## config.mk

```make
export PLATFORM = sky130hd
export DESIGN_NAME = set_assoc_cache
export DESIGN_NICKNAME = d
export VERILOG_FILES = /design/src/rtl/cache_pkg.sv /design/src/rtl/cache_way.sv /design/src/rtl/set_assoc_cache.sv
export SDC_FILE = /design/constraint.sdc
export NUM_CORES = 2
export LEC_CHECK = 0
export ABC_AREA = 1
export BUFFER_PORTS_ARGS = -buffer_cell sky130_fd_sc_hd__buf_2
export CAP_MARGIN = 20
export CORE_ASPECT_RATIO = 1.75
export CORE_MARGIN = 2
export CORE_UTILIZATION = 25
export CTS_CLUSTER_DIAMETER = 50
export DETAILED_ROUTE_END_ITERATION = 16
export SKIP_CTS_REPAIR_TIMING = 1
export SLEW_MARGIN = 20
export SYNTH_ARGS = -nofsm -noshare
export SYNTH_HDL_FRONTEND = slang
export SYNTH_SLANG_ARGS = --single-unit
```

## constraint.sdc

```tcl
create_clock -name clk -period 4.6 [get_ports clk]
set_input_delay 1.15 -clock clk [delete_from_list [all_inputs] [get_ports clk]]
set_output_delay 1.15 -clock clk [all_outputs]
set_load 0.1 [all_outputs]
```

## src/rtl/cache_pkg.sv

```systemverilog
// cache_pkg: FSM state type and address-field width helpers shared by the cache and its way arrays.
package cache_pkg;
  typedef enum logic [1:0] {IDLE, WRITEBACK, FILL, UPDATE} cache_state_e;
  localparam int BYTE_BITS = 2;
  function automatic int word_bits(input int n_words);
    return $clog2(n_words);
  endfunction
  function automatic int set_bits(input int n_sets);
    return $clog2(n_sets);
  endfunction
  function automatic int tag_bits(input int n_sets, input int n_words);
    return 32 - BYTE_BITS - $clog2(n_words) - $clog2(n_sets);
  endfunction
endpackage

```

## src/rtl/cache_way.sv

```systemverilog
// cache_way: tag, valid, dirty and data storage of one way across all sets.
module cache_way
  import cache_pkg::*;
#(
  parameter int N_SETS = 4,
  parameter int N_WORDS = 8,
  localparam int SI = set_bits(N_SETS),
  localparam int WI = word_bits(N_WORDS),
  localparam int TW = tag_bits(N_SETS, N_WORDS)
) (
  input  logic                     clk,
  input  logic                     rstn_i,
  input  logic [SI-1:0]            idx,
  output logic [TW-1:0]            tag_o,
  output logic                     valid_o,
  output logic                     dirty_o,
  output logic [N_WORDS-1:0][31:0] line_o,
  input  logic                     wr_en,
  input  logic [WI-1:0]            wr_word,
  input  logic [3:0]               wr_be,
  input  logic [31:0]              wr_data,
  input  logic                     fill_en,
  input  logic [TW-1:0]            fill_tag,
  input  logic [N_WORDS-1:0][31:0] fill_line
);
  logic [TW-1:0]            tags [N_SETS];
  logic [N_WORDS-1:0][31:0] data [N_SETS];
  logic [N_SETS-1:0]        valid, dirty;
  assign tag_o   = tags[idx];
  assign valid_o = valid[idx];
  assign dirty_o = dirty[idx];
  assign line_o  = data[idx];
  always_ff @(posedge clk or negedge rstn_i) begin
    if (!rstn_i) begin
      valid <= '0;
      dirty <= '0;
    end else if (fill_en) begin
      valid[idx] <= 1'b1;
      dirty[idx] <= 1'b0;
    end else if (wr_en) begin
      dirty[idx] <= 1'b1;
    end
  end
  // Payload arrays are left unreset; valid bits guard them.
  always_ff @(posedge clk) begin
    if (fill_en) begin
      tags[idx] <= fill_tag;
      data[idx] <= fill_line;
    end else if (wr_en) begin
      for (int b = 0; b < 4; b++)
        if (wr_be[b]) data[idx][wr_word][8*b +: 8] <= wr_data[8*b +: 8];
    end
  end
endmodule

```

## src/rtl/set_assoc_cache.sv

```systemverilog
// set_assoc_cache: write-back set-associative cache, zero-wait hits, word-serial writeback/refill.
// Define CACHE_STATS_EN to add hit_cnt_o / miss_cnt_o counters.
module set_assoc_cache
  import cache_pkg::*;
#(
  parameter int N_SETS = 4,
  parameter int N_WAYS = 2,
  parameter int N_WORDS_PER_LINE = 8
) (
  input  logic        clk,
  input  logic        rstn_i,
  input  logic        read_i,
  input  logic        write_i,
  input  logic [3:0]  we_i,
  input  logic [31:0] addr_i,
  input  logic [31:0] data_i,
  output logic [31:0] data_o,
  output logic        valid_o,
  output logic        mem_read_o,
  output logic        mem_write_o,
  output logic [31:0] mem_addr_o,
  output logic [31:0] mem_data_o,
  input  logic [31:0] mem_data_i,
  input  logic        mem_valid_i
`ifdef CACHE_STATS_EN
  ,
  output logic [31:0] hit_cnt_o,
  output logic [31:0] miss_cnt_o
`endif
);
  localparam int WI = word_bits(N_WORDS_PER_LINE);
  localparam int SI = set_bits(N_SETS);
  localparam int TW = tag_bits(N_SETS, N_WORDS_PER_LINE);
  localparam int WW = N_WAYS > 1 ? $clog2(N_WAYS) : 1;
  cache_state_e                      state;
  logic [WI-1:0]                     cnt;
  logic [TW-1:0]                     l_tag;
  logic [SI-1:0]                     l_set;
  logic [WW-1:0]                     victim, victim_c;
  logic [WW-1:0]                     rr [N_SETS];
  logic [N_WORDS_PER_LINE-1:0][31:0] line_buf;
  logic [TW-1:0]                     w_tag [N_WAYS];
  logic [N_WORDS_PER_LINE-1:0][31:0] w_line [N_WAYS];
  logic [N_WAYS-1:0]                 w_valid, w_dirty, hit_vec;
  logic [TW-1:0]                     req_tag;
  logic [SI-1:0]                     req_set, idx;
  logic [WI-1:0]                     req_word;
  logic [31:0]                       hit_word;
  logic                              idle, req, miss, wr_hit, last, unused_bits;
  assign req_tag     = addr_i[31 -: TW];
  assign req_set     = addr_i[WI+2 +: SI];
  assign req_word    = addr_i[2 +: WI];
  assign unused_bits = ^addr_i[1:0];
  assign idle        = state == IDLE;
  assign req         = read_i | write_i;
  // During a miss the arrays are indexed only by the latched set.
  assign idx         = idle ? req_set : l_set;
  assign valid_o     = idle && req && |hit_vec;
  assign miss        = idle && req && !(|hit_vec);
  assign wr_hit      = valid_o && write_i;
  assign data_o      = valid_o && !write_i ? hit_word : '0;
  assign last        = cnt == WI'(N_WORDS_PER_LINE - 1);
  assign mem_write_o = state == WRITEBACK;
  assign mem_read_o  = state == FILL;
  assign mem_addr_o  = mem_write_o ? {w_tag[victim], l_set, cnt, 2'b00} :
                       mem_read_o  ? {l_tag, l_set, cnt, 2'b00} : '0;
  assign mem_data_o  = mem_write_o ? w_line[victim][cnt] : '0;
  for (genvar w = 0; w < N_WAYS; w++) begin : g_way
    cache_way #(.N_SETS(N_SETS), .N_WORDS(N_WORDS_PER_LINE)) u_way (
      .clk      (clk),
      .rstn_i   (rstn_i),
      .idx      (idx),
      .tag_o    (w_tag[w]),
      .valid_o  (w_valid[w]),
      .dirty_o  (w_dirty[w]),
      .line_o   (w_line[w]),
      .wr_en    (wr_hit && hit_vec[w]),
      .wr_word  (req_word),
      .wr_be    (we_i),
      .wr_data  (data_i),
      .fill_en  (state == UPDATE && victim == WW'(w)),
      .fill_tag (l_tag),
      .fill_line(line_buf)
    );
    assign hit_vec[w] = w_valid[w] && w_tag[w] == req_tag;
  end
  always_comb begin
    hit_word = '0;
    for (int i = 0; i < N_WAYS; i++)
      hit_word = hit_word | (hit_vec[i] ? w_line[i][req_word] : '0);
  end
  // Lowest-index invalid way wins; otherwise the set's round-robin pointer.
  always_comb begin
    victim_c = rr[idx];
    for (int i = N_WAYS - 1; i >= 0; i--)
      if (!w_valid[i]) victim_c = WW'(i);
  end
  always_ff @(posedge clk or negedge rstn_i) begin
    if (!rstn_i) begin
      state  <= IDLE;
      cnt    <= '0;
      l_tag  <= '0;
      l_set  <= '0;
      victim <= '0;
      for (int i = 0; i < N_SETS; i++) rr[i] <= '0;
    end else begin
      case (state)
        IDLE: if (miss) begin
          l_tag  <= req_tag;
          l_set  <= req_set;
          victim <= victim_c;
          cnt    <= '0;
          state  <= w_valid[victim_c] && w_dirty[victim_c] ? WRITEBACK : FILL;
        end
        WRITEBACK: if (mem_valid_i) begin
          cnt <= cnt + 1'b1;
          if (last) state <= FILL;
        end
        FILL: if (mem_valid_i) begin
          cnt <= cnt + 1'b1;
          if (last) state <= UPDATE;
        end
        UPDATE: begin
          rr[l_set] <= rr[l_set] == WW'(N_WAYS - 1) ? '0 : rr[l_set] + 1'b1;
          state     <= IDLE;
        end
        default: state <= IDLE;
      endcase
    end
  end
  always_ff @(posedge clk)
    if (state == FILL && mem_valid_i) line_buf[cnt] <= mem_data_i;
`ifdef CACHE_STATS_EN
  // The hit that completes a miss is not counted as a hit.
  logic post_fill;
  always_ff @(posedge clk or negedge rstn_i) begin
    if (!rstn_i) begin
      hit_cnt_o  <= '0;
      miss_cnt_o <= '0;
      post_fill  <= 1'b0;
    end else begin
      post_fill <= state == UPDATE;
      if (valid_o && !post_fill) hit_cnt_o <= hit_cnt_o + 1'b1;
      if (miss) miss_cnt_o <= miss_cnt_o + 1'b1;
    end
  end
`endif
endmodule

```

==> run_results.csv <==
group,metric,value,unit
setup_path,worstSetupPathType,"reg -> out",
final_layout,layout-drive-gt1-share,0.242,
global_route,grt_start_max_net_pins,101,
pwr,vdd_drop_max,0.000529,V
yosys,yosysWarningCount,0,
sta,finalCritPeriodShare,1.25,
global_route,grt_pass1_vias,83814,
final_layout,instances_no_fill,17555,
setup_path,cp-end-kind,"primary output",
place,place_inst,16919,
sta,tns,-66720,ps
clock_network,clk_path_buf_depth,4,
final_layout,final_cell_area,145000,um^2
sta,fin_ws,-1170,ps
final_layout,ff_latch_area,76500,um^2
setup_path,cp_cell_sequence,"inv_2 > ha_4 > buf_12 > inv_8 > nand2_8 > nand2_8 > buf_8 > nand2_4 > buf_6 > buf_4 > buf_4 > o22a_1 > o221ai_1 > nand2_1 > nand4_1 > nor2_1 > nand2_1 > a21oi_4 > buf_12 > buf_16",
sta,finClkSkew,72.2,ps
place,port_buffers,199,
sta,hold_violations,0,
outcome,violations,"setup timing",
clock_network,cts_max_level,5,
setup_path,regToRegStartpoint,"state[0]",
yosys,ys_ff_latch,2557,
clock_network,clk_latency,910,ps
detailed_routing,routed_wl,445,mm
clock_network,cts_tree,"built",
setup_path,r2r_cells,27,
pwr,p_leak,54.0,nW
place,gp_congestion,0.986,
yosys,synth_area_per_cell,11.2,um^2
setup_path,slowest_stage,"dfrtp_1",
clock_network,clock_tree.root_cell,"clkbuf_16",
final_layout,area_growth,31.3,%
setup_path,r2r_slack,90,ps
setup_path,startpoint_type,"register",
clock_network,numCtsBuffers,272,
global_route,overflow,0,
setup_path,rr_endpoint,"g_way[0].u_way.data[2][89]",
detailed_routing,drtIter0Drc,9458,
place,place_hpwl,313,mm
pwr,p_per_area,745,nW/um^2
die,dieArea,447000,um^2
yosys,synth-edff-count,2504,
final_layout,post-route-util,0.330,
yosys,yosysSeqAreaShare,0.693,
setup_path,cpPeakStageDelay,390,ps
die,core_area,440000,um^2
die,core.rowCount,322,
min_path,hold_class,"in -> async",
die,die_h,883,um
sta,setup_violations,70,
die,die_w,506,um
yosys,synth_flop_cell,"edfxtp_1",
place,post-place-ws,-1220,ps
global_route,antenna_found_initial,37,
detailed_routing,viasPerCell,4.94,
detailed_routing,drtAntennaViolNets,0,
yosys,synth_cell_type_count,53,
detailed_routing,post_drt_wl_per_cell,25.3,um
clock_network,cts_num_sinks,2557,
yosys,syn_area,110000,um^2
detailed_routing,first_pass_iters,6,
yosys,async_flop_share,0.0207,
final_layout,fillers,43587,
outcome,status,"finished, violations left",
final_layout,layout.nets,11619,
die,start_util,0.251,
setup_path,worstPathRequired,3450,ps
clock_network,clk_pin_slew_worst_paths,60,ps
final_layout,multi_input_area,30500,um^2
setup_path,worstPathArrival,4620,ps
die,io_pins,204,
flow_run,maxCapViolations,0,
place,placed_area,133000,um^2
global_route,grt_pass1_wl,600,mm
sta,fmax,173,MHz
detailed_routing,drc,0,
detailed_routing,num_vias,86679,
sta,slew_viol_final,0,
sta,tightest_slew,1070,ps
sta,relSlewSlack,0.287,
yosys,syn_inst,9851,
sta,rsz0062_at_grt,"true",
setup_path,cp_max_fo,12,
sta,min_period,5770,ps
global_route,track_usage,0.186,
-- layout by cell type, fill, tap and decap left out, drive strengths merged, types with 61 or more instances in the layout --
cell,Yosys,routed
edfxtp,2504,2504
buf,207,2000
o22ai,561,561
o21ai,914,914
nor2,1216,1216
clkbuf,446,346
clkinv,7,109
a21oi,418,418
o221ai,78,78
nand3,469,469
nand2,1920,1926
inv,661,685
nand4,61,61
o22a,75,75
-- worst max path at each step --
stage                     startpoint          to  slack, ps  cells after the start
final                       state[0]   data_o[9]      -1170                     20
after global routing        state[1]   data_o[9]      -1260                     25
after CTS                   state[1]   data_o[4]      -1710                     22
after detailed placement   addr_i[5]   data_o[4]      -1220                     19
after global placement     addr_i[5]   data_o[4]      -1240                     19
after floorplan            addr_i[5]  data_o[10]        -70                     21
-- layout make-up --
class	instances	area share
sequential	2557	0.528
multi-input combinational	5980	0.211
timing repair buffer	2027	0.134
tap	5832	0.0504
clock buffer	319	0.0494
inverter	668	0.0180
clock inverter	159	0.00952
antenna	12	0.000207
timing repair inverter	1	0.000112
-- critical path: cells and delay by family (launching register included) --
| kind | cells | cell delay (ps) |
|---|---|---|
| compound gates | 3 | 450 |
| flops | 1 | 390 |
| simple gates | 7 | 1260 |
| buf+inv | 9 | 1440 |
| fa+ha+maj | 1 | 140 |
-- flip-flops by register name, indices dropped and copies added, names as in the netlist, 3 cells and up, named ones only --
name	count
cnt	3
g_way.u_way.tags	200
l_tag	25
g_way.u_way.data	2048
rr	4
line_buf	256
g_way.u_way.valid	8
-- cell usage after synthesis, drive strengths merged, types with 7 or more instances --
cell type,n,area [um^2]
a211oi,18,135
a21oi,418,2090
a221oi,9,78.8
a22o,37,324
a22oi,19,143
a32o,27,270
buf,207,1200
clkbuf,446,1670
clkinv,7,26.3
dfrtp,53,1330
edfxtp,2504,75200
ha,7,87.6
inv,661,2480
nand2,1920,7250
nand3,469,2500
nand3b,12,90.1
nand4,61,412
nor2,1216,4720
nor3,50,250
o2111ai,20,175
o211ai,22,165
o21a,15,113
o21ai,914,4580
o221ai,78,683
o22a,75,657
o22ai,561,3510
or2,7,43.8
-- power breakdown --
| part | internal [mW] | switching [mW] |
|---|---|---|
| logic | 21.5 | 35.6 |
| clock network | 12.1 | 9.40 |
| registers | 28.5 | 0.897 |
| total | 62.1 | 45.9 |
-- layer usage --
metal  vias to the layer above  GRT usage  part of all wire
li1                      38441          -                 -
met1                     42477      0.200              0.34
met2                      4388      0.327              0.49
met3                      1367     0.0297             0.077
met4                         6      0.141             0.092
met5                         -          0          0.000074
-- kinds of logic (layout without fill, tap and decap cells) --
| group | Yosys count | after routing | synth area share |
|---|---|---|---|
| buf+inv | 1321 | 3174 | 0.0488 |
| flops | 2557 | 2557 | 0.693 |
| simple gates | 3738 | 3744 | 0.139 |
| other cells | 1 | 14 | 0.0000340 |
| compound gates | 2225 | 2225 | 0.118 |
| mux | 2 | 2 | 0.000204 |
| fa+ha+maj | 7 | 7 | 0.000794 |
-- metrics by stage --
step / hold slack [ps] / power (mW)
final: 335 / 108
after global routing: 336 / 111
after CTS: 293 / 102
after detailed placement: 448 / 80.4
after global placement: 439 / 80.2
after floorplan: 427 / 52.8
No activity file was read; power rests on OpenSTA's default activity.
